$ cat src/rtl/scheduler_pkg.sv
// Shared scheduler constants, PIFO entry field layout and write-side FSM encodings.
package scheduler_pkg;

    localparam int ADDR_WIDTH       = 12;
    localparam int RANK_WIDTH       = 19;
    localparam int PIFO_ENTRY_WIDTH = 32;

    localparam int VALID_POS = 31;
    localparam int RANK_LSB  = 12;
    localparam int ADDR_LSB  = 0;

    typedef enum logic [1:0] {
        ST_IDLE    = 2'd0,
        ST_WRITE   = 2'd1,
        ST_DISCARD = 2'd2
    } wr_state_t;

endpackage

$ cat src/rtl/buffer_occupancy_ctr.sv
// Chunk-buffer occupancy up/down counter with packet rollback, underflow detect
// and a registered almost-full flag.
module buffer_occupancy_ctr #(
    parameter int ADDR_WIDTH     = 12,
    parameter int MAX_PKT_CHUNKS = 48
) (
    input  logic                  axis_aclk,
    input  logic                  axis_reset,
    input  logic                  inc,
    input  logic                  rel,
    input  logic                  rollback,
    input  logic [ADDR_WIDTH:0]   rollback_amt,
    output logic [ADDR_WIDTH:0]   occupancy,
    output logic                  almost_full,
    output logic                  underflow
);

    localparam logic [ADDR_WIDTH:0] DEPTH     = {1'b1, {ADDR_WIDTH{1'b0}}};
    localparam logic [ADDR_WIDTH:0] AF_THRESH = (ADDR_WIDTH + 1)'(MAX_PKT_CHUNKS);

    logic [ADDR_WIDTH:0] occ_q;
    logic [ADDR_WIDTH:0] occ_n;
    logic                af_q;
    logic                dec_ok;

    // A release against an empty buffer is dropped and only flagged.
    always_comb begin
        dec_ok    = rel & (occ_q != '0);
        underflow = rel & (occ_q == '0);
        occ_n     = occ_q + (ADDR_WIDTH + 1)'(inc) - (ADDR_WIDTH + 1)'(dec_ok)
                    - (rollback ? rollback_amt : '0);
    end

    always_ff @(posedge axis_aclk or posedge axis_reset) begin
        if (axis_reset) begin
            occ_q <= '0;
            af_q  <= 1'b0;
        end else begin
            occ_q <= occ_n;
            af_q  <= (DEPTH - occ_n) < AF_THRESH;
        end
    end

    assign occupancy   = occ_q;
    assign almost_full = af_q;

endmodule

$ cat src/rtl/queue_buffer_writer.sv
// Per-queue store-and-forward writer: places AXIS beats into the ring buffer and
// emits a PIFO root entry once the whole packet has been stored.
module queue_buffer_writer #(
    parameter int C_S_AXIS_DATA_WIDTH = 256,
    parameter int ADDR_WIDTH          = scheduler_pkg::ADDR_WIDTH,
    parameter int RANK_WIDTH          = scheduler_pkg::RANK_WIDTH,
    parameter int MAX_PKT_CHUNKS      = 48
) (
    input  logic                              axis_aclk,
    input  logic                              axis_reset,
    input  logic [C_S_AXIS_DATA_WIDTH-1:0]    s_axis_tdata,
    input  logic                              s_axis_tvalid,
    input  logic                              s_axis_tready,
    input  logic                              s_axis_tlast,
    input  logic [RANK_WIDTH-1:0]             s_axis_trank,
    input  logic                              ctl_buffer_wr_en,
    input  logic                              ctl_pifo_in_en,
    input  logic                              s_buf_release,
    output logic                              m_buf_wr_en,
    output logic [ADDR_WIDTH-1:0]             m_buf_wr_addr,
    output logic [C_S_AXIS_DATA_WIDTH:0]      m_buf_wr_data,
    output logic                              m_pifo_entry_valid,
    output logic [RANK_WIDTH+ADDR_WIDTH:0]    m_pifo_entry,
    output logic                              m_buffer_almost_full,
    output logic                              m_overflow_err
);

    import scheduler_pkg::*;

    localparam int                  ENTRY_W = 1 + RANK_WIDTH + ADDR_WIDTH;
    localparam logic [ADDR_WIDTH:0] DEPTH   = {1'b1, {ADDR_WIDTH{1'b0}}};

    wr_state_t               state_q, state_n;
    logic [ADDR_WIDTH-1:0]   wr_ptr_q, wr_ptr_n;
    logic [ADDR_WIDTH-1:0]   head_q, head_n;
    logic [RANK_WIDTH-1:0]   rank_q, rank_n;
    logic [ADDR_WIDTH:0]     pkt_q, pkt_n;
    logic                    ev_q, ev_n;
    logic [ENTRY_W-1:0]      entry_q, entry_n;
    logic                    err_q, err_n;

    logic [ADDR_WIDTH:0]     occupancy;
    logic                    almost_full;
    logic                    underflow;
    logic                    full;
    logic                    acc;
    logic                    attempt;
    logic                    wr_fire;
    logic                    ovf;
    logic                    rollback;

    assign full    = (occupancy == DEPTH);
    assign acc     = s_axis_tvalid & s_axis_tready & ctl_buffer_wr_en;
    assign attempt = acc & ((state_q == ST_WRITE) | ((state_q == ST_IDLE) & ctl_pifo_in_en));
    assign wr_fire = attempt & ~full;
    assign ovf     = attempt & full;

    buffer_occupancy_ctr #(
        .ADDR_WIDTH     (ADDR_WIDTH),
        .MAX_PKT_CHUNKS (MAX_PKT_CHUNKS)
    ) u_occ (
        .axis_aclk    (axis_aclk),
        .axis_reset   (axis_reset),
        .inc          (wr_fire),
        .rel          (s_buf_release),
        .rollback     (rollback),
        .rollback_amt (pkt_q),
        .occupancy    (occupancy),
        .almost_full  (almost_full),
        .underflow    (underflow)
    );

    always_comb begin
        state_n  = state_q;
        wr_ptr_n = wr_ptr_q;
        head_n   = head_q;
        rank_n   = rank_q;
        pkt_n    = pkt_q;
        ev_n     = 1'b0;
        entry_n  = entry_q;
        err_n    = err_q | ovf | underflow;
        rollback = 1'b0;

        unique case (state_q)
            ST_IDLE: begin
                // An overflowing SOP has nothing stored yet, so there is nothing to roll back.
                if (acc && ctl_pifo_in_en) begin
                    if (full) begin
                        if (!s_axis_tlast) state_n = ST_DISCARD;
                    end else begin
                        head_n   = wr_ptr_q;
                        rank_n   = s_axis_trank;
                        pkt_n    = (ADDR_WIDTH + 1)'(1);
                        wr_ptr_n = wr_ptr_q + 1'b1;
                        if (s_axis_tlast) begin
                            ev_n    = 1'b1;
                            entry_n = {1'b1, s_axis_trank, wr_ptr_q};
                        end else begin
                            state_n = ST_WRITE;
                        end
                    end
                end
            end
            ST_WRITE: begin
                if (acc) begin
                    if (full) begin
                        rollback = 1'b1;
                        wr_ptr_n = head_q;
                        state_n  = s_axis_tlast ? ST_IDLE : ST_DISCARD;
                    end else begin
                        pkt_n    = pkt_q + 1'b1;
                        wr_ptr_n = wr_ptr_q + 1'b1;
                        if (s_axis_tlast) begin
                            ev_n    = 1'b1;
                            entry_n = {1'b1, rank_q, head_q};
                            state_n = ST_IDLE;
                        end
                    end
                end
            end
            ST_DISCARD: begin
                if (acc && s_axis_tlast) state_n = ST_IDLE;
            end
            default: state_n = ST_IDLE;
        endcase
    end

    always_ff @(posedge axis_aclk or posedge axis_reset) begin
        if (axis_reset) begin
            state_q  <= ST_IDLE;
            wr_ptr_q <= '0;
            head_q   <= '0;
            rank_q   <= '0;
            pkt_q    <= '0;
            ev_q     <= 1'b0;
            entry_q  <= '0;
            err_q    <= 1'b0;
        end else begin
            state_q  <= state_n;
            wr_ptr_q <= wr_ptr_n;
            head_q   <= head_n;
            rank_q   <= rank_n;
            pkt_q    <= pkt_n;
            ev_q     <= ev_n;
            entry_q  <= entry_n;
            err_q    <= err_n;
        end
    end

    assign m_buf_wr_en          = wr_fire;
    assign m_buf_wr_addr        = wr_ptr_q;
    assign m_buf_wr_data        = {s_axis_tlast, s_axis_tdata};
    assign m_pifo_entry_valid   = ev_q;
    assign m_pifo_entry         = entry_q;
    assign m_buffer_almost_full = almost_full;
    assign m_overflow_err       = err_q;

endmodule

$ cat config.mk
export PLATFORM = sky130hd
export DESIGN_NAME = queue_buffer_writer
export DESIGN_NICKNAME = d
export VERILOG_FILES = /design/src/rtl/scheduler_pkg.sv /design/src/rtl/buffer_occupancy_ctr.sv /design/src/rtl/queue_buffer_writer.sv
export SDC_FILE = /design/constraint.sdc
export NUM_CORES = 1
export LEC_CHECK = 0
export BUFFER_PORTS_ARGS = -buffer_cell sky130_fd_sc_hd__buf_2
export CORE_AREA = 2 2 227 229
export DETAILED_ROUTE_END_ITERATION = 8
export DIE_AREA = 0 0 229 231
export PLACE_DENSITY = 0.41
export SYNTH_ARGS = -nofsm -noshare
export SYNTH_HDL_FRONTEND = slang
export SYNTH_SLANG_ARGS = --single-unit
export TNS_END_PERCENT = 10
$ cat constraint.sdc
create_clock -name axis_aclk -period 9.75 [get_ports axis_aclk]
set_input_delay 1.95 -clock axis_aclk [delete_from_list [all_inputs] [get_ports axis_aclk]]
set_output_delay 1.95 -clock axis_aclk [all_outputs]
set_load 0.03 [all_outputs]
==> results.txt <==
----------------------------------------------------
[Outcome]
  Run status ... completed

[Routing]
  Number of iterations in the first detailed-routing pass ... 4
  Antenna viol nets, final ... 0
  Detailed-route via count ... 4,486
  Routed wire per std cell ... 16.4 µm
  WL final ... 21,400 µm
  First DRT Iteration DRCs ... 217
  Detailed-route vias per instance ... 3.43
  Final routed DRC violation total ... 0

[Power and ir drop]
  Leakage dissipation ... 3.25 nW
  Relative contribution of sequential cells to total power ... 34.7%
  Share of total power in combinational logic ... 44.4%
  Portion of total power attributed to the clock network ... 20.9%
  Internal power ... 1.07 mW
  Total power density per cell area ... 258 nW/µm²
  Sw Ratio ... 42.2%
  Peak supply drop ... 0.0752 mV
  Switching pwr ... 776 µW

[Place]
  I/O Buffers ... 75
  Placed cell count ... 1,290
  Final weighted congestion of routability-driven global placement ... 0.733
  Hpwl dp ... 16,500 µm

[Clocking]
  CTS tree ... built
  Number of buffers added for setup after CTS ... 0
  Max Root-Sink Buffers ... 2
  Worst-Skew Late Latency ... 0.38 ns
  Root Buffer ... sky130_fd_sc_hd__clkbuf_16
  Clock edge transition at the registers on the reported setup and hold paths ... 0.09 ns
  Resized Gates After CTS ... 0
  # H-tree levels ... 3
  Total number of clock tree sinks ... 106
  Hold buffer count at cts ... 0
  Number of buffers created by CTS ... 9

[Logic synthesis]
  Post-synth cell types ... 49
  Total of warnings raised by yosys ... 0
  Share of async-settable or async-resettable flops after synthesis ... 100%
  Total nets after synthesis ... 1,131
  Avg Synthesized Cell Area ... 9.37 µm²
  Dominant cells by area after synthesis ... sky130_fd_sc_hd__dfrtp_1, sky130_fd_sc_hd__buf_4, sky130_fd_sc_hd__ha_1
  Gate Count Post-Synth ... 812
  Most used DFF post-synth ... sky130_fd_sc_hd__dfrtp_1
  Cell area after technology mapping ... 7610 µm²
  Post-synth top area share ... 34.9%
  Count of state elements after synthesis ... 106
  Cell taking the most area after synthesis ... sky130_fd_sc_hd__dfrtp_1
  EDFF count, synth ... 0
  Fraction of the yosys area taken by sequential cells ... 34.9%

[Floorplan]
  Top-level port count ... 588
  Initial Util ... 15.0%
  Total die area ... 52,900 µm²
  Die X-Extent ... 229 µm
  Die Y ... 231 µm
  Standard-cell rows ... 83
  Area of the core ... 50,700 µm²

[STA]
  Worst setup skew after layout ... 0.0162 ns
  Final Hold Fails ... 0
  Relative slew margins ... 24.5%
  Setup TNS Final ... 0 ns
  Max Clk Rate ... 166 MHz
  Max-slew violation count ... 0
  Min Clock Period, post-route ... 6.01 ns
  Final setup violating endpoints ... 0
  RSZ-0062 raised after global routing ... false
  Measured slew at the worst slew-check pin ... 1.12 ns
  Share of the clock period used by the worst path ... 61.6%

[GRT]
  GR Overflow Total ... 0
  Number of antenna violations at the first check in global routing ... 1
  Maximum number of pins on one net before global-route repair ... 65
  First-pass GRT wire length ... 31,100 µm
  Vias in the first global route ... 4,544
  Total global-route track usage ... 8.06%

[Final layout]
  P&R area growth vs syn ... -6.28%
  Non-filler instance count after layout ... 1,306
  FF/Latch Area ... 2650 µm²
  # fillers ... 5,822
  Antenna Cells ... 0
  Combined area of the multi-input logic cells ... 2740 µm²
  Total Nets Final ... 940
  Layout cells sized above 1 ... 22.2%

[Job]
  Max Cap Violations ... 0

[Setup path]
  Category of the critical setup timing path ... in2reg
  Data required time of the critical path ... 10.05 ns
  Crit path launch type ... primary input
  Arrival time at the worst endpoint ... 6.31 ns
  Element type at the critical path end ... flip-flop
  Top fanout value on the critical path ... 15

[Hold path]
  Worst min path class ... reg2reg

----------------------------------------------------
final cells by class:
cell class	instances	share of cell area (%)
flip-flops and latches	106	37.2
inverters	48	2.56
clock buffers	10	3.35
multi-input cells	376	38.4
well taps	680	11.9
repair buffers	80	5.79
clock inverters	6	0.789
state kept, by name, indices dropped and copies added (netlist names):
signal              count
m_overflow_err          1
u_occ.occupancy        13
u_occ.almost_full       1
state_q                 2
m_pifo_entry           32
head_q                 12
pkt_q                  13
rank_q                 19
m_buf_wr_addr          12
m_pifo_entry_valid      1
placed cells by master (no fill, tap or decap), types with 5 or more instances in the layout:
cell,count
sky130_fd_sc_hd__dfrtp_1,106
sky130_fd_sc_hd__buf_2,75
sky130_fd_sc_hd__nand2_1,46
sky130_fd_sc_hd__inv_1,46
sky130_fd_sc_hd__nor2_1,40
sky130_fd_sc_hd__o21ai_1,33
sky130_fd_sc_hd__mux2i_1,33
sky130_fd_sc_hd__ha_1,33
sky130_fd_sc_hd__mux2_2,27
sky130_fd_sc_hd__a21oi_1,19
sky130_fd_sc_hd__and3_1,18
sky130_fd_sc_hd__nand3_1,18
sky130_fd_sc_hd__xnor2_1,13
sky130_fd_sc_hd__clkbuf_16,9
sky130_fd_sc_hd__nand4_1,8
sky130_fd_sc_hd__xor2_1,8
sky130_fd_sc_hd__o21a_1,7
sky130_fd_sc_hd__nor3_1,5
sky130_fd_sc_hd__a31oi_1,5
sky130_fd_sc_hd__o21ai_0,5
sky130_fd_sc_hd__o22ai_1,5
sky130_fd_sc_hd__buf_4,5
Yosys cell counts (7+ instances only):
cell type and n:
sky130_fd_sc_hd__o21a_1 7, sky130_fd_sc_hd__mux2_2 27, sky130_fd_sc_hd__xor2_1 8, sky130_fd_sc_hd__dfrtp_1 106, sky130_fd_sc_hd__a21oi_1 19, sky130_fd_sc_hd__buf_4 261, sky130_fd_sc_hd__nor2_1 40, sky130_fd_sc_hd__nand3_1 18
sky130_fd_sc_hd__nand2_1 46, sky130_fd_sc_hd__inv_1 47, sky130_fd_sc_hd__and3_1 18, sky130_fd_sc_hd__buf_2 10, sky130_fd_sc_hd__mux2i_1 33, sky130_fd_sc_hd__xnor2_1 13, sky130_fd_sc_hd__nand4_1 8, sky130_fd_sc_hd__clkbuf_1 11
sky130_fd_sc_hd__ha_1 33, sky130_fd_sc_hd__o21ai_1 33
kinds of logic (layout without fill, tap and decap cells):
kind of cell    after synthesis  count (layout)  share of synthesized area, %
compound gates               98              98                          7.81
xor+xnor                     22              22                          2.63
fa+ha+maj                    36              36                          6.22
buf+inv                     330             144                          29.3
flops                       106             106                          34.9
mux                          64              64                          8.93
simple gates                156             156                          10.2
worst paths after layout:
kind | start | to | slack (ns) | depth (start not counted)
setup / recovery | s_axis_tvalid | u_occ.almost_full$_DFF_PP0_ | 3.74 | 18
hold / removal | m_pifo_entry[31]$_DFFE_PP0P_ | m_pifo_entry[31]$_DFFE_PP0P_ | 0.47 | 1
max in group asynchronous | axis_reset | m_buf_wr_addr[10]$_DFFE_PP0P_ | 6.85 | 3
setup reg to reg | u_occ.occupancy[7]$_DFF_PP0_ | u_occ.almost_full$_DFF_PP0_ | 4.68 | 15
min in group asynchronous | axis_reset | m_pifo_entry[31]$_DFFE_PP0P_ | 1.69 | 2
hold reg to reg | m_pifo_entry[31]$_DFFE_PP0P_ | m_pifo_entry[31]$_DFFE_PP0P_ | 0.47 | 1
worst max-delay path, stage by stage:
cell,delay (ns)
sky130_fd_sc_hd__buf_2,0.09
sky130_fd_sc_hd__nand3_1,0.15
sky130_fd_sc_hd__nor3_2,0.36
sky130_fd_sc_hd__o21ai_2,0.30
sky130_fd_sc_hd__nor2_4,0.31
sky130_fd_sc_hd__inv_1,0.10
sky130_fd_sc_hd__fa_1,0.40
sky130_fd_sc_hd__fa_1,0.43
sky130_fd_sc_hd__inv_1,0.07
sky130_fd_sc_hd__ha_1,0.17
sky130_fd_sc_hd__inv_1,0.06
sky130_fd_sc_hd__fa_1,0.48
sky130_fd_sc_hd__inv_1,0.05
sky130_fd_sc_hd__or4_1,0.55
sky130_fd_sc_hd__nor3_1,0.17
sky130_fd_sc_hd__nand4_1,0.11
sky130_fd_sc_hd__or4_1,0.40
sky130_fd_sc_hd__mux2i_1,0.16
metal layers:
metal | global-route usage (%) | vias to the layer above | part of all wire [%]
met1 | 8.72 | 2121 | 38
met2 | 12.1 | 223 | 45
li1 | - | 2049 | -
met5 | 0 | - | 0
met3 | 4.05 | 93 | 11
met4 | 6.05 | 0 | 5.8
power by group through the flow:
stage	Combinational, mW	Sequential (mW)	Clock (mW)
floorplan	0.744	0.712	0
global placement	0.821	0.651	0
detailed placement	0.825	0.651	0
CTS	0.827	0.642	0.414
global route	0.909	0.659	0.427
finish	0.817	0.639	0.385
per-stage QoR:
stage                     worst slack, ns  instance area (µm²)  total power, mW  util, %  hold slack, ns
after detailed placement             3.32                 6840             1.48     13.5           0.458
after CTS                            3.74                 7130             1.88     14.1           0.476
final                                3.74                 7130             1.84     14.1           0.472
after global routing                 3.45                 7130             1.99     14.1           0.496
after floorplan                      3.90                 7610             1.46        -           0.457
after global placement               3.46                 6840             1.47     13.5           0.448
No activity file was read; power rests on OpenSTA's default activity.
